===== src/rtl/core_sequencer.sv =====
// rtl/core_sequencer.sv - run/step/halt sequencer for the single-cycle RISC-V core
// Optional breakpoint support is compiled in with the BREAKPOINT_EN macro.
module core_sequencer #(
    parameter int                 WIDTH      = 32,
    parameter int                 CNT_W      = 32,
    parameter int                 TIMEOUT    = 15,
    parameter logic [WIDTH-1:0]   HALT_INSTR = WIDTH'(32'h00100073)
) (
    input  logic              clk,
    input  logic              rst,
    input  logic              start,
    input  logic              step,
    input  logic              stop,
    input  logic              imem_ready,
    input  logic [WIDTH-1:0]  imem_rdata,
    output logic              imem_req,
    output logic [WIDTH-1:0]  instr_q,
    output logic              pc_en,
    output logic              regwrite_en,
    output logic              busy,
    output logic              halted,
    output logic              fault,
    output logic [CNT_W-1:0]  instr_count
`ifdef BREAKPOINT_EN
    ,
    input  logic [WIDTH-1:0]  pc,
    input  logic [WIDTH-1:0]  bp_addr,
    input  logic              bp_valid,
    output logic              bp_hit
`endif
);

    localparam int WC_W = (TIMEOUT > 1) ? $clog2(TIMEOUT) : 1;
    localparam logic [WC_W-1:0] WC_LAST = WC_W'(TIMEOUT - 1);

    typedef enum logic [2:0] {S_IDLE, S_FETCH, S_EXEC, S_HALT, S_FAULT} state_t;

    state_t            state_q, state_d;
    logic              run_mode_q, run_mode_d;
    logic              stop_pend_q, stop_pend_d;
    logic [WC_W-1:0]   wait_cnt_q, wait_cnt_d;
    logic [WIDTH-1:0]  instr_d;
    logic [CNT_W-1:0]  cnt_q, cnt_d;
    logic              bp_stop;

`ifdef BREAKPOINT_EN
    logic bp_hit_q, bp_hit_d;
    logic bp_skip_q, bp_skip_d;

    // The first fetch after a start/step skips the compare so a resume always moves past the breakpoint.
    assign bp_stop = bp_valid && (pc == bp_addr) && !bp_skip_q;
    assign bp_hit  = bp_hit_q;

    always_comb begin
        bp_hit_d  = bp_hit_q;
        bp_skip_d = bp_skip_q;
        if (state_q == S_IDLE && (start || step)) begin
            bp_hit_d  = 1'b0;
            bp_skip_d = 1'b1;
        end else if (state_q == S_FETCH && imem_ready) begin
            if (bp_stop) bp_hit_d = 1'b1;
            bp_skip_d = 1'b0;
        end
    end

    always_ff @(posedge clk or negedge rst) begin
        if (!rst) begin
            bp_hit_q  <= 1'b0;
            bp_skip_q <= 1'b0;
        end else begin
            bp_hit_q  <= bp_hit_d;
            bp_skip_q <= bp_skip_d;
        end
    end
`else
    assign bp_stop = 1'b0;
`endif

    always_comb begin
        state_d     = state_q;
        run_mode_d  = run_mode_q;
        stop_pend_d = stop_pend_q;
        wait_cnt_d  = wait_cnt_q;
        instr_d     = instr_q;
        cnt_d       = cnt_q;
        case (state_q)
            S_IDLE: begin
                stop_pend_d = 1'b0;
                wait_cnt_d  = '0;
                if (start) begin
                    state_d    = S_FETCH;
                    run_mode_d = 1'b1;
                end else if (step) begin
                    state_d    = S_FETCH;
                    run_mode_d = 1'b0;
                end
            end
            S_FETCH: begin
                if (stop) stop_pend_d = 1'b1;
                if (imem_ready) begin
                    wait_cnt_d = '0;
                    if (bp_stop) begin
                        state_d     = S_IDLE;
                        stop_pend_d = 1'b0;
                    end else begin
                        instr_d = imem_rdata;
                        state_d = (imem_rdata == HALT_INSTR) ? S_HALT : S_EXEC;
                    end
                end else if (stop_pend_q || stop) begin
                    // Abandon the outstanding fetch; nothing has been committed yet.
                    state_d     = S_IDLE;
                    stop_pend_d = 1'b0;
                    wait_cnt_d  = '0;
                end else if (wait_cnt_q == WC_LAST) begin
                    state_d = S_FAULT;
                end else begin
                    wait_cnt_d = wait_cnt_q + WC_W'(1);
                end
            end
            S_EXEC: begin
                if (!(&cnt_q)) cnt_d = cnt_q + CNT_W'(1);
                if (run_mode_q && !stop_pend_q && !stop) begin
                    state_d = S_FETCH;
                end else begin
                    state_d     = S_IDLE;
                    stop_pend_d = 1'b0;
                end
            end
            S_HALT:  state_d = S_HALT;
            S_FAULT: state_d = S_FAULT;
            default: state_d = S_IDLE;
        endcase
    end

    always_ff @(posedge clk or negedge rst) begin
        if (!rst) begin
            state_q     <= S_IDLE;
            run_mode_q  <= 1'b0;
            stop_pend_q <= 1'b0;
            wait_cnt_q  <= '0;
            instr_q     <= '0;
            cnt_q       <= '0;
        end else begin
            state_q     <= state_d;
            run_mode_q  <= run_mode_d;
            stop_pend_q <= stop_pend_d;
            wait_cnt_q  <= wait_cnt_d;
            instr_q     <= instr_d;
            cnt_q       <= cnt_d;
        end
    end

    assign imem_req    = (state_q == S_FETCH);
    assign pc_en       = (state_q == S_EXEC);
    assign regwrite_en = (state_q == S_EXEC);
    assign busy        = (state_q == S_FETCH) || (state_q == S_EXEC);
    assign halted      = (state_q == S_HALT);
    assign fault       = (state_q == S_FAULT);
    assign instr_count = cnt_q;

endmodule


===== config.mk =====
export PLATFORM = sky130hd
export DESIGN_NAME = core_sequencer
export DESIGN_NICKNAME = d
export VERILOG_FILES = /design/src/rtl/core_sequencer.sv
export SDC_FILE = /design/constraint.sdc
export NUM_CORES = 1
export LEC_CHECK = 0
export BUFFER_PORTS_ARGS = -buffer_cell sky130_fd_sc_hd__buf_2
export CAP_MARGIN = 20
export CORE_MARGIN = 2
export CORE_UTILIZATION = 40
export DETAILED_ROUTE_END_ITERATION = 16
export PLACE_DENSITY = 0.73
export SLEW_MARGIN = 25
export SYNTH_ARGS = -nofsm -noshare
export SYNTH_HDL_FRONTEND = slang
export SYNTH_SLANG_ARGS = --single-unit
export TNS_END_PERCENT = 50

===== constraint.sdc =====
create_clock -name clk -period 4.7 [get_ports clk]
set_input_delay 0.47 -clock clk [delete_from_list [all_inputs] [get_ports clk]]
set_output_delay 0.47 -clock clk [all_outputs]
set_load 0.02 [all_outputs]

==> out/summary.json <==
{
  "status": {
    "outcome": "complete, no violations"
  },
  "placed_design": {
    "dpl_worst_slack_ns": 2.35,
    "place.detailed.instances": 499,
    "finalWeightedCongestion": 0.772,
    "hpwl_um": 5610,
    "io_buffers": 107,
    "post_dp_cell_area_sq_um": 4060
  },
  "power": {
    "vdd_ir_drop_max_mv": 0.165,
    "static-leakage-power_nw": 2.27,
    "report.power.total_mw": 1.22,
    "power_density_nw_per_um2": 285
  },
  "route": {
    "routed-via-count": 2723,
    "routed_wire_length_per_instance_um": 15.1,
    "post_detailed_routing_wire_length_um": 7760,
    "route.detailed.vias_per_inst": 5.29,
    "drt_drc_violations_left": 0,
    "drt_iter0_drc": 102,
    "antenna_violating_nets_post_route": 0,
    "drt_pre_antenna_iters": 4
  },
  "logic_synthesis": {
    "syn_inst": 294,
    "synth_enable_flop_cells": 0,
    "seq_area_frac_synth_pct": 53.3,
    "total_of_flip_flops_plus_latches_after_synthesis": 73,
    "yosys_most_used_dff": "sky130_fd_sc_hd__dfrtp_1",
    "syn_nets": 335,
    "synth_area_sq_um": 3430,
    "yosysWarningCount": 0,
    "post_synth.cell_area_avg_sq_um": 11.7,
    "postSynth.asyncResetShare_pct": 100,
    "ys_types": 48
  },
  "timing": {
    "timing_worst_slew_pin_value_ns": 0.792,
    "relSlewSlack_pct": 47.2,
    "worst_slack_ns": 2.33,
    "finalSetupViolations": 0,
    "fin_clk_skew_ns": 0.00953,
    "rsz0062_at_grt": "false",
    "final_max_slew_viol_count": 0,
    "timing.setup.tns_ns": 0,
    "finalCriticalPeriod_ns": 2.37,
    "hold_slack_ns": 0.199,
    "min_period_over_period_pct": 50.4,
    "fmaxAchievable_mhz": 422,
    "hold_violations": 0
  },
  "clock_network": {
    "cts_buffer_depth": 2,
    "cts-resized-gates": 0,
    "tritoncts.num_buffers": 9,
    "cts.reportedPaths.clkPinSlew_ns": 0.09,
    "clkLatencyLatePin_ns": 0.35,
    "htree_num_levels": 3,
    "hold_buffer_count_at_cts": 0,
    "cts_post_setup_buffers_inserted": 0,
    "cts-root-buf": "sky130_fd_sc_hd__clkbuf_8",
    "clock_sink_count": 73,
    "tritoncts": "yes"
  },
  "finish": {
    "layout.cell_area.non_filler_sq_um": 4280,
    "instances_no_fill": 515,
    "net_count_final": 446,
    "post_route_cells_drive_above_1_share_pct": 43.2,
    "insertedDiodeCount": 0,
    "layout.cells.most_common": "sky130_fd_sc_hd__buf_2",
    "layout.cells.most_common_list": "107 x sky130_fd_sc_hd__buf_2, 73 x sky130_fd_sc_hd__dfrtp_1, 34 x sky130_fd_sc_hd__mux2_2",
    "finalCoreUtilization_pct": 51.9,
    "area.growth.synth_to_final_pct": 24.9
  },
  "critical_path": {
    "ff2ff_path_depth": 5,
    "critical_path_class": "reg -> reg",
    "critPathSlowestCell": "sky130_fd_sc_hd__or4_1",
    "critical_path_arrival_ns": 2.59,
    "timing.reg2reg.setup_slack_ns": 2.33,
    "slowest_delay_ns": 0.77,
    "critPathCaptureType": "register",
    "critPathLaunch": "instr_count[2]",
    "regToRegStartpoint": "instr_count[2]",
    "crit_fanout": 11,
    "critical_path.reg2reg.endpoint": "instr_count[3]",
    "crit_path_cell_trace": "nand4_1, or4_1, nor4_4, nor3b_1, xor2_1",
    "kind_of_start_point_of_the_critical_path": "register",
    "timing.critical_path.to": "instr_count[3]",
    "cp_data_required_time_ns": 4.92
  },
  "global_routing": {
    "first_global_vias": 2591,
    "grt.overflow.total": 0,
    "global_route_wire_length_before_repair_um": 12400,
    "grt.total_usage_pct": 17.3,
    "grt_max_degree": 39,
    "antenna_found_initial": 0
  },
  "floorplanning": {
    "die-height_um": 96.6,
    "core_sq_um": 8260,
    "start_util_pct": 41.5,
    "design.portCount": 108,
    "die_width_um": 96.6,
    "design.die.area_sq_um": 9330,
    "rows": 33
  },
  "hold_path": {
    "worst_hold_path_type": "in -> async"
  },
  "flow_run": {
    "cap_violations": 0
  }
}
==> logic make-up after synthesis <==
family | synth area share [%]
adders and majority gates | 1.09
and+or+nand+nor | 21.0
muxes | 11.2
xor gates and xnor gates | 6.64
DFF | 53.3
AOI/OAI and AO/OA | 4.38
buffers and inverters | 2.48
==> critical path: cells and delay by family, from the launching register on <==
kind,cells,cell delay [ns]
XOR/XNOR,1,0.17
AND/OR/NAND/NOR,4,1.67
flip-flops,1,0.42
==> cells in the mapped netlist, drive strengths merged (2+ instances only) <==
library cell	instances	area share, %
inv	7	0.91
buf	7	1.3
and4	2	0.51
clkbuf	2	0.22
xor2	14	3.6
nor3	17	2.6
nor4b	4	1.0
and3	5	0.95
a21oi	9	1.3
dfrtp	73	53
mux2	34	11
nor2	11	1.2
nand4	12	2.2
nor4bb	2	0.58
o21ai	9	1.4
or3	3	0.69
nor4	10	3.1
nand3	14	2.2
nor2b	2	0.36
and2	2	0.40
nand2	22	2.6
ha	3	1.1
xnor2	12	3.1
or2	4	0.73
or4	3	0.80
nor3b	2	0.44
==> layer usage <==
layer | wire length (um) | global-route usage (%)
met1 | 3330 | 21.8
met2 | 3770 | 27.6
met3 | 568 | 6.83
met4 | 89 | 5.28
met5 | 0 | 0
==> power breakdown <==
| group | switching [mW] | internal, mW | total [mW] |
|---|---|---|---|
| logic | 0.0210 | 0.0131 | 0.0341 |
| registers | 0 | 0.627 | 0.627 |
| clock network | 0.255 | 0.304 | 0.560 |
| total | 0.276 | 0.945 | 1.22 |
==> worst min-delay path by stage <==
stage / to / slack, ns / depth (start not counted) / start
4_1_cts: instr_q[8] / 0.21 / 1 / rst
3_5_place_dp: instr_count[27] / 0.48 / 1 / instr_count[27]
3_3_place_gp: instr_count[27] / 0.47 / 1 / instr_count[27]
2_1_floorplan: instr_count[0] / 0.17 / 0 / rst
5_1_grt: instr_q[5] / 0.25 / 1 / rst
6_report: instr_q[8] / 0.20 / 1 / rst
==> registers in the layout, summed over array words and instances, names as in the netlist <==
name	flops
instr_count	32
instr_q	32
wait_cnt_q	4
state_q	3
run_mode_q	1
stop_pend_q	1
==> layout make-up <==
cell class | instances | area, sq um
fill | 759 | 3970
tap | 105 | 131
clock inverter | 7 | 103
timing repair buffer | 109 | 551
multi-input combinational | 205 | 1520
sequential | 73 | 1830
clock buffer | 9 | 124
inverter | 7 | 31.3
(Power assumes the default switching activity.)
